File: config.mk
export PLATFORM = sky130hd
export DESIGN_NAME = meter_display
export DESIGN_NICKNAME = d
export VERILOG_FILES = /design/src/rtl/meter_pkg.sv /design/src/rtl/bcd_to_seg.sv /design/src/rtl/meter_display.sv
export SDC_FILE = /design/constraint.sdc
export NUM_CORES = 1
export LEC_CHECK = 0
export CORE_ASPECT_RATIO = 1.5
export CORE_MARGIN = 2
export CORE_UTILIZATION = 40
export CTS_CLUSTER_SIZE = 14
export DETAILED_ROUTE_END_ITERATION = 12
export SLEW_MARGIN = 0
export SYNTH_ARGS = -nofsm -noshare
export SYNTH_HDL_FRONTEND = slang
export SYNTH_SLANG_ARGS = --single-unit
File: constraint.sdc
create_clock -name CLK -period 10.47 [get_ports CLK]
set_input_delay 2.094 -clock CLK [delete_from_list [all_inputs] [get_ports CLK]]
set_output_delay 2.094 -clock CLK [all_outputs]
set_load 0.005 [all_outputs]
File: src/rtl/meter_pkg.sv
// ---------------------------------------------------------------------------
// meter_pkg
// Shared definitions for the meter display output stage.
//   mode_t     : display status mode (NORMAL, LOW, ZERO, BAD), 2 bits
//   SEG_BLANK  : all segments off (active-low)
//   SEG_DASH   : only segment g lit, shown for a non-BCD digit
//   SEG_TABLE  : active-low g..a patterns for the decimal digits 0-9
//   is_bcd()   : true when a 4-bit value is a legal decimal digit
// ---------------------------------------------------------------------------
package meter_pkg;

    // Display status. Priority when classifying is BAD > ZERO > LOW > NORMAL.
    typedef enum logic [1:0] {
        MODE_NORMAL = 2'd0,
        MODE_LOW    = 2'd1,
        MODE_ZERO   = 2'd2,
        MODE_BAD    = 2'd3
    } mode_t;

    localparam logic [6:0] SEG_BLANK = 7'h7F;
    localparam logic [6:0] SEG_DASH  = 7'h3F;

    // Bit order is {g,f,e,d,c,b,a}; a 0 lights the segment.
    localparam logic [6:0] SEG_TABLE [10] = '{
        7'h40, 7'h79, 7'h24, 7'h30, 7'h19,
        7'h12, 7'h02, 7'h78, 7'h00, 7'h10
    };

    function automatic logic is_bcd(input logic [3:0] digit);
        return digit <= 4'd9;
    endfunction

endpackage

File: src/rtl/bcd_to_seg.sv
// ---------------------------------------------------------------------------
// bcd_to_seg
// Combinational BCD digit to active-low 7-segment decoder.
// Ports:
//   digit  in  4  BCD digit; values above 9 are treated as invalid
//   seg    out 7  active-low segments {g,f,e,d,c,b,a}; dash for invalid input
// ---------------------------------------------------------------------------
module bcd_to_seg
    import meter_pkg::*;
(
    input  logic [3:0] digit,
    output logic [6:0] seg
);

    // A non-BCD code cannot be shown as a number, so a dash marks it
    // visibly instead of showing some arbitrary pattern.
    always_comb begin
        seg = SEG_DASH;
        if (is_bcd(digit)) begin
            seg = SEG_TABLE[digit];
        end
    end

endmodule

File: src/rtl/meter_display.sv
// ---------------------------------------------------------------------------
// meter_display
// Output stage of the parking/traffic meter. Scans the four BCD digits of
// the down-counter bank onto a multiplexed common-anode 4-digit display,
// suppresses leading zeros and blinks the whole display when time is low
// (1 s on / 1 s off) or expired (0.5 s on / 0.5 s off).
// Parameters:
//   REFRESH_DIV  clock cycles each digit position is held (>= 2)
//   HALF_DIV     clock cycles per half-second blink tick (>= 2)
//   LOW_SECS     nonzero values below this count as "low"
// Ports:
//   CLK  in  1  system clock, rising edge
//   CLR  in  1  synchronous active-high reset
//   Q1   in  4  BCD ones digit
//   Q2   in  4  BCD tens digit
//   Q3   in  4  BCD hundreds digit
//   Q4   in  4  BCD thousands digit
//   AN   out 4  anode enables, active-low, AN[0] = ones position
//   SEG  out 7  segments, active-low, {g,f,e,d,c,b,a}
//   DP   out 1  decimal point, active-low, always off
// ---------------------------------------------------------------------------
module meter_display
    import meter_pkg::*;
#(
    parameter int REFRESH_DIV = 100000,
    parameter int HALF_DIV    = 50000000,
    parameter int LOW_SECS    = 180
) (
    input  logic       CLK,
    input  logic       CLR,
    input  logic [3:0] Q1,
    input  logic [3:0] Q2,
    input  logic [3:0] Q3,
    input  logic [3:0] Q4,
    output logic [3:0] AN,
    output logic [6:0] SEG,
    output logic       DP
);

    localparam int REFRESH_W = (REFRESH_DIV > 1) ? $clog2(REFRESH_DIV) : 1;
    localparam int HALF_W    = (HALF_DIV > 1) ? $clog2(HALF_DIV) : 1;

    localparam logic [REFRESH_W-1:0] REFRESH_LAST = REFRESH_W'(REFRESH_DIV - 1);
    localparam logic [HALF_W-1:0]    HALF_LAST    = HALF_W'(HALF_DIV - 1);

    logic [REFRESH_W-1:0] refresh_cnt;
    logic [REFRESH_W-1:0] refresh_cnt_next;
    logic [1:0]           sel;
    logic [1:0]           sel_next;
    logic [HALF_W-1:0]    half_cnt;
    logic [HALF_W-1:0]    half_cnt_next;
    logic [1:0]           phase;
    logic [1:0]           phase_next;
    mode_t                mode_q;
    mode_t                mode_eval;
    logic                 mode_change;
    logic [1:0]           eff_phase;

    logic [13:0]          dec_value;
    logic [3:0]           digits [4];
    logic [3:0]           lead_zero;
    logic [3:0]           sel_digit;
    logic [6:0]           sel_seg;
    logic                 blank;
    logic                 dark;
    logic [3:0]           an_next;
    logic [6:0]           seg_next;

    // The decimal point is never used by the meter.
    assign DP = 1'b1;

    // Binary value of the four digits. Only meaningful when every digit is
    // BCD, which is the only case in which the LOW comparison is consulted,
    // and then the result (at most 9999) always fits in 14 bits.
    assign dec_value = 14'(Q4) * 14'd1000 + 14'(Q3) * 14'd100
                     + 14'(Q2) * 14'd10 + 14'(Q1);

    // Classify the current inputs every cycle. A corrupt digit outranks
    // everything so a fault is never mistaken for expired or low time.
    always_comb begin
        mode_eval = MODE_NORMAL;
        if (!is_bcd(Q1) || !is_bcd(Q2) || !is_bcd(Q3) || !is_bcd(Q4)) begin
            mode_eval = MODE_BAD;
        end else if ((Q1 == 4'd0) && (Q2 == 4'd0) && (Q3 == 4'd0) && (Q4 == 4'd0)) begin
            mode_eval = MODE_ZERO;
        end else if (int'(dec_value) < LOW_SECS) begin
            mode_eval = MODE_LOW;
        end
    end

    assign mode_change = (mode_eval != mode_q);

    // On the edge where the mode changes, the blink phase is already treated
    // as restarted so the new mode begins in its lit half straight away.
    assign eff_phase = mode_change ? 2'd0 : phase;

    // Next-state logic for the scan divider, blink divider and phase.
    // A mode change restarts the blink timebase and swallows any tick that
    // lands on the same edge, so every blink sequence starts lit.
    always_comb begin
        refresh_cnt_next = refresh_cnt + REFRESH_W'(1);
        sel_next         = sel;
        half_cnt_next    = half_cnt + HALF_W'(1);
        phase_next       = phase;

        if (refresh_cnt == REFRESH_LAST) begin
            refresh_cnt_next = '0;
            sel_next         = sel + 2'd1;
        end

        if (mode_change) begin
            half_cnt_next = '0;
            phase_next    = 2'd0;
        end else if (half_cnt == HALF_LAST) begin
            half_cnt_next = '0;
            phase_next    = phase + 2'd1;
        end
    end

    // Leading-zero detection: lead_zero[i] is set when position i and all
    // positions above it hold zero. The ones position is never suppressed.
    always_comb begin
        digits[0]    = Q1;
        digits[1]    = Q2;
        digits[2]    = Q3;
        digits[3]    = Q4;
        lead_zero[3] = (Q4 == 4'd0);
        lead_zero[2] = (Q3 == 4'd0) && lead_zero[3];
        lead_zero[1] = (Q2 == 4'd0) && lead_zero[2];
        lead_zero[0] = 1'b0;
    end

    assign sel_digit = digits[sel];

    bcd_to_seg u_bcd_to_seg (
        .digit (sel_digit),
        .seg   (sel_seg)
    );

    // Decide whether the currently scanned position is dark, either because
    // the whole display is in the off half of a blink or because the digit
    // is a leading zero. A BAD reading is shown in full so the faulty digit
    // position is always visible.
    always_comb begin
        blank = 1'b0;
        unique case (mode_eval)
            MODE_ZERO: blank = eff_phase[0];
            MODE_LOW:  blank = eff_phase[1];
            default:   blank = 1'b0;
        endcase

        dark = blank || ((mode_eval != MODE_BAD) && lead_zero[sel]);

        an_next  = 4'b1111;
        seg_next = SEG_BLANK;
        if (!dark) begin
            an_next  = ~(4'b0001 << sel);
            seg_next = sel_seg;
        end
    end

    // State and output registers. Reset clears the timebases, restarts the
    // scan at the ones position and turns the display fully off.
    always_ff @(posedge CLK) begin
        if (CLR) begin
            refresh_cnt <= '0;
            sel         <= 2'd0;
            half_cnt    <= '0;
            phase       <= 2'd0;
            mode_q      <= MODE_NORMAL;
            AN          <= 4'b1111;
            SEG         <= SEG_BLANK;
        end else begin
            refresh_cnt <= refresh_cnt_next;
            sel         <= sel_next;
            half_cnt    <= half_cnt_next;
            phase       <= phase_next;
            mode_q      <= mode_eval;
            AN          <= an_next;
            SEG         <= seg_next;
        end
    end

endmodule

Yosys cells after proc, flatten, opt, wreduce, memory -nomap -nowiden --
Memory sizes are Yosys's and may differ from the RTL's. Index checks and enable logic that the tools add are counted.
Operators by class: add/sub/neg operators 7, multipliers 3, div/mod/pow operators 0, order comparisons 9, equal/unequal tests 6, shift-type cells 1, muxes and demuxes 13, bitwise logic cells 4, reduce and logical (&&, ||, !) cells 23
Operators by type and width (number):
- $add A26 B1 Y26 const B | 1
- $eq A26 B26 Y1 const B | 1
- $mux W7 | 3
- $le A4 B4 Y1 const B | 5
- $add A17 B1 Y17 const B | 1
- $eq A17 B17 Y1 const B | 1
- $logic_not A4 Y1 | 4
- $add A14 B11 Y14 | 1
- $add A14 B4 Y14 | 1
- $add A14 B8 Y14 | 1
- $lt A14 B8 Y1 const B | 1
- $mul A4 B7 Y11 const B | 1
- $mul A4 B5 Y9 const B | 1
- $bmux W4 S2 | 1
- $mux W4 | 2
- $mul A4 B3 Y7 const B | 1
- $logic_and A1 B1 Y1 | 6
- $mux W2 | 3
- $reduce_or A2 Y1 | 3
- $reduce_or A3 Y1 | 2
- $ge A5 B5 Y1 const B | 1
- $not A4 Y5 | 1
- $add A2 B1 Y2 const B | 2
- $logic_not A1 Y1 | 4
- 14 further kinds | 18
Storage, ports and cells: bits in registers 60, latch bits 0, bits in writable memories 0, ROM bits 112, bits of input ports 18, memories kept 1
Memories:
- (name not given) | depth 16, width 7, rd ports 1, clocked after memory_dff 0, wr ports 0, line bcd_to_seg.sv:20 | seg = SEG_TABLE[digit];

Depth between registers and ports, before layout --
depth after elaboration 13, depth in mapped cells 25

Modules after synthesis --
From an unflattened synthesis, not the netlist that was laid out.
Unflattened totals: cells, all modules 588, area, all modules 5300.1 µm²
Modules (own cells, without submodules):
- meter_display | instances 1, cells each 563, area an instance 5081.1 µm², seq. area each 1201.2 µm²
- bcd_to_seg | instances 1, cells each 25, area an instance 219.0 µm², seq. area each 0.0 µm²

Least setup slack after synthesis --
Ideal clock, no wire load.
kind input to register, from in Q4[1], to reg SEG[1], data arrival time 7.398 ns, required time 10.328 ns, slack 2.930 ns, cell stages on the path 23, cell sequence fa_1 > inv_1 > fa_1 > inv_1 > ha_1 > nor2b_1 > o21ai_0 > nand2b_1 > xnor2_1 > ha_1 > ha_1 > ha_1 > a2111o_1 > o221ai_1 > a21oi_2 > xnor2_1 > a31oi_4 > ha_1 > a22oi_1 > nor3_1 > a211oi_1 > clkbuf_1 > o211ai_1
Between the ends: cells in the longest elaborated chain, start to end 13, elaborated cells between the ends (all ways) 35, classes of those cells 3 x add/sub; 1 x mul; 3 x order compare; 4 x eq/ne; 12 x mux; 2 x bitwise; 9 x reduce/logical; 1 x memory
RTL lines:
- start, declared | line meter_display.sv:34 | input logic [3:0] Q4,
- $mul A4 B7 Y11 | line meter_display.sv:75 | assign dec_value = 14'(Q4) * 14'd1000 + 14'(Q3) * 14'd100
- $add A14 B11 Y14 | line meter_display.sv:75
- $add A14 B8 Y14 | line meter_display.sv:76 | + 14'(Q2) * 14'd10 + 14'(Q1);
- $add A14 B4 Y14 | line meter_display.sv:76
- $lt A14 B8 Y1 | line meter_display.sv:86 | end else if (int'(dec_value) < LOW_SECS) begin
- $mux W1 | line meter_display.sv:86
- $mux W2 | line meter_display.sv:84 | end else if ((Q1 == 4'd0) && (Q2 == 4'd0) && (Q3 == 4'd0) && (Q4 == 4'd0)) begin
- $mux W2 | line meter_display.sv:82 | if (!is_bcd(Q1) || !is_bcd(Q2) || !is_bcd(Q3) || !is_bcd(Q4)) begin
- $ne A2 B2 Y1 | line meter_display.sv:91 | assign mode_change = (mode_eval != mode_q);
- $mux W2 | line meter_display.sv:95 | assign eff_phase = mode_change ? 2'd0 : phase;
- $pmux W1 S2 | line meter_display.sv:146 | unique case (mode_eval)
- $logic_or A1 B1 Y1 | line meter_display.sv:152 | dark = blank || ((mode_eval != MODE_BAD) && lead_zero[sel]);
- $reduce_or A3 Y1 (no source line)
- end signal, assigned | line meter_display.sv:180 | SEG <= seg_next;
- end, declared | line meter_display.sv:36 | output logic [6:0] SEG,
Parallel ways exist; a longest one is shown, timed or not. The select of a mux whose other input is x is not followed. A chain may end at the register's enable or synchronous reset.

Final worst setup path --
from in Q4[1], to reg SEG[6]
Between the ends: cells in the longest elaborated chain, start to end 13, elaborated cells between the ends (all ways) 35, classes of those cells 3 x add/sub; 1 x mul; 3 x order compare; 4 x eq/ne; 13 x mux; 1 x bitwise; 9 x reduce/logical; 1 x memory
RTL lines (line):
- $mul A4 B7 Y11 | meter_display.sv:75
- $add A14 B11 Y14 | meter_display.sv:75
- $add A14 B8 Y14 | meter_display.sv:76
- $add A14 B4 Y14 | meter_display.sv:76
- $lt A14 B8 Y1 | meter_display.sv:86
- $mux W1 | meter_display.sv:86
- $mux W2 | meter_display.sv:84
- $mux W2 | meter_display.sv:82
- $ne A2 B2 Y1 | meter_display.sv:91
- $mux W2 | meter_display.sv:95
- $pmux W1 S2 | meter_display.sv:146
- $logic_or A1 B1 Y1 | meter_display.sv:152
- $reduce_or A2 Y1 (no source line)
Parallel ways exist; a longest one is shown, timed or not. The select of a mux whose other input is x is not followed.

==> flow_summary.yaml <==
global_routing:
  overflow: 0
  grt_pass1_vias: 3759
  grt_pass1_wl_mm: 16.9
  antenna_found_initial: 0
  grt_max_degree: 29
  gr-usage-all-layers_pct: 16.6
clock_tree:
  clkSinkCount: 60
  clock_latency_ps: 330
  clkTransAtPathRegs_ps: 50
  cts_setup_buffers: 0
  cts-hold-fix-buffers: 0
  numCtsBuffers: 9
  cts-root-buf: "clkbuf_16"
  post_cts_resized: 0
  htree_levels: 3
  cts_tree: "done"
  clock_tree.buffer_depth: 2
sta:
  setup_ws_ps: 1830
  rsz0062_at_grt: "no"
  layout_min_cycle_time_ps: 8640
  finalSetupTns_ps: 0
  slew_headroom_pct: 17.2
  setup_viol: 0
  tightest_slew_ps: 1240
  hold_ws_ps: 481
  timing.fmax_ghz: 0.116
  fin_skew_ps: 6.72
  final-hold-violation-count: 0
  slew_violations: 0
  fin_crit_sh_pct: 82.5
power_and_ir_drop:
  p_leak_nw: 2.27
  power_density_nw_per_um2: 185
  total_power_mw: 1.02
  peakVddDrop_mv: 0.0808
drt:
  dr_total_vias: 3823
  drc: 0
  wl_per_cell_um: 14.0
  drt_first_iter_violations: 236
  ant_nets: 0
  drtPass1Iterations: 4
  detail_route.wirelength_mm: 10.1
  viasPerCell: 5.30
synthesis:
  async_flop_share_pct: 0
  synth_edf_count: 0
  yosys_warnings: 0
  ys.flop_type: "dfxtp_1"
  yosysSeqAreaShare_pct: 25.1
  syn_area_um2: 4780
  synth_fp_nets: 647
  ys_types: 59
  synth_seq_cells: 60
  syn_avg_cell_area_um2: 8.81
  synth_cells: 543
flow_run:
  max-cap-violations: 0
outcome:
  status: "finished, final reports clean"
placement:
  gp_congestion: 0.848
  port_buffers: 28
  dp_hpwl_mm: 8.04
  dp_worst_setup_slack_ps: 1460
  dp.cells: 706
final_layout:
  final_layout_size_suffix_gt1_share_pct: 5.59
  layoutNonFillerInstCount: 722
  diodes: 0
  fillerInstances: 1089
  nets: 671
  area_delta_synth_final_pct: 15.4
critical_path:
  cp-end-kind: "flip-flop"
  critPathRequiredTime_ps: 10610
  worstPathMaxFanout: 11
  critPathKind: "in2reg"
  crit_path_frequent_cell: "ha_1"
  slowest_delay_ps: 1020
  crit_chain: "clkdlybuf4s50_1, fa_1, inv_1, fa_1, inv_1, ha_1, nor2b_1, o21ai_0, nand2b_1, xnor2_1, ha_1, ha_1, ha_1, a2111o_1, o221ai_1, a21oi_2, xnor2_1, a31oi_4, ha_1, a22oi_1, nor3_1, a211oi_1, o211ai_1"
  critPathArrivalTime_ps: 8790
  slowest_stage: "a211oi_1"
  worst_setup_path_start_kind: "primary input"
die:
  std_cell_rows: 48
  core_um2: 11600
  num_io_pins: 30
  die_h_um: 138
  fp.dieW_um: 93.3
  start_util_pct: 41.3
  die_area_um2: 12900
hold_path:
  hp-class: "reg2reg"
-- layout make-up --
cell class,count,area (µm²),area share [%]
clock buffers,9,225,4.08
multi-input cells,422,3330,60.3
clock inverters,7,124,2.24
flip-flops and latches,60,1200,21.8
well taps,150,188,3.40
repair buffers,28,280,5.08
inverters,46,173,3.13
-- Yosys cell counts, types with 2 or more instances --
| master | number | area, µm² |
|---|---|---|
| and2_1 | 2 | 12.5 |
| nor2_1 | 55 | 206 |
| nor2b_1 | 4 | 25.0 |
| buf_6 | 2 | 22.5 |
| clkbuf_1 | 8 | 30.0 |
| fa_1 | 17 | 340 |
| xor2_1 | 23 | 201 |
| inv_1 | 46 | 173 |
| mux4_2 | 4 | 90.1 |
| ha_1 | 69 | 863 |
| nor3_1 | 32 | 160 |
| and4_1 | 3 | 26.3 |
| xnor2_1 | 35 | 307 |
| o21a_1 | 3 | 22.5 |
| a21o_1 | 5 | 37.5 |
| a211oi_1 | 5 | 37.5 |
| nand2_1 | 38 | 143 |
| o22ai_1 | 2 | 12.5 |
| o21bai_1 | 3 | 22.5 |
| buf_2 | 4 | 20.0 |
| and3_1 | 10 | 62.6 |
| or3_1 | 2 | 12.5 |
| dfxtp_1 | 60 | 1200 |
| nor4_1 | 5 | 31.3 |
| or4_1 | 3 | 22.5 |
| nand3_1 | 32 | 160 |
| a31oi_1 | 2 | 12.5 |
| a21oi_1 | 16 | 80.1 |
| o21ai_0 | 13 | 65.1 |
| nand4_1 | 8 | 50.1 |
| a211oi_2 | 2 | 25.0 |
| o211ai_1 | 3 | 22.5 |
-- cells by family (layout without fill, tap and decap cells) --
group	Yosys count	in the layout	share of synthesized area, %
flip-flops	60	60	25.1
multiplexers	5	5	2.09
AND/OR/NAND/NOR	205	205	21.2
other	1	1	0.0784
XOR/XNOR	59	59	11.2
buffers and inverters	61	90	5.29
AO/OA/AOI/OAI	66	66	9.86
adder cells (fa/ha/maj)	86	86	25.2
-- per-layer routing --
layer	GRT usage, %	vias to the layer above	routed length, µm
li1	-	1921	-
met1	18.0	1825	4300
met2	31.7	64	5350
met3	2.34	13	242
met4	6.94	0	194
met5	0	-	0
-- placed cells by master (no fill, tap or decap), types with 16 or more instances in the layout --
cell / instances
xnor2_1: 35
clkdlybuf4s50_1: 28
a21oi_1: 16
nand2_1: 38
xor2_1: 23
dfxtp_1: 60
nor3_1: 32
fa_1: 17
inv_1: 46
nor2_1: 55
nand3_1: 32
ha_1: 69
-- critical path: cells and delay by family --
kind	cells	cell delay [ps]
adders and majority gates	7	2690
AOI/OAI and AO/OA	8	2500
buffers and inverters	3	710
xor gates and xnor gates	2	440
and+or+nand+nor	3	320
-- per-stage QoR --
step / cell area (µm²) / utilization (%)
after global placement: 5170 / 44.6
final: 5520 / 47.6
after global routing: 5520 / 47.6
after detailed placement: 5170 / 44.6
after floorplan: 4780 / -
after CTS: 5520 / 47.6
-- worst paths after layout --
check | from | to | slack, ps | depth (start not counted)
worst max-delay path | Q4[1] | SEG[6] | 1830 | 23
worst min-delay path | half_cnt[0] | half_cnt[0] | 480 | 1
worst max register to register | half_cnt[0] | phase[1] | 8060 | 8
worst min register to register | half_cnt[0] | half_cnt[0] | 480 | 1
-- flip-flops by register name, indices dropped and copies added (netlist names) --
| signal | count |
|---|---|
| sel | 2 |
| mode_q | 2 |
| SEG | 7 |
| phase | 2 |
| half_cnt | 26 |
| refresh_cnt | 17 |
| AN | 4 |
-- power breakdown --
group / leakage (nW) / total (mW) / switching (mW) / internal, mW
Sequential: 0.487 / 0.236 / 0.00355 / 0.233
Clock: 0.166 / 0.341 / 0.108 / 0.234
Combinational: 1.62 / 0.442 / 0.247 / 0.195
Total: 2.27 / 1.02 / 0.358 / 0.662
Note: power is estimated with default switching activity, not from simulation.
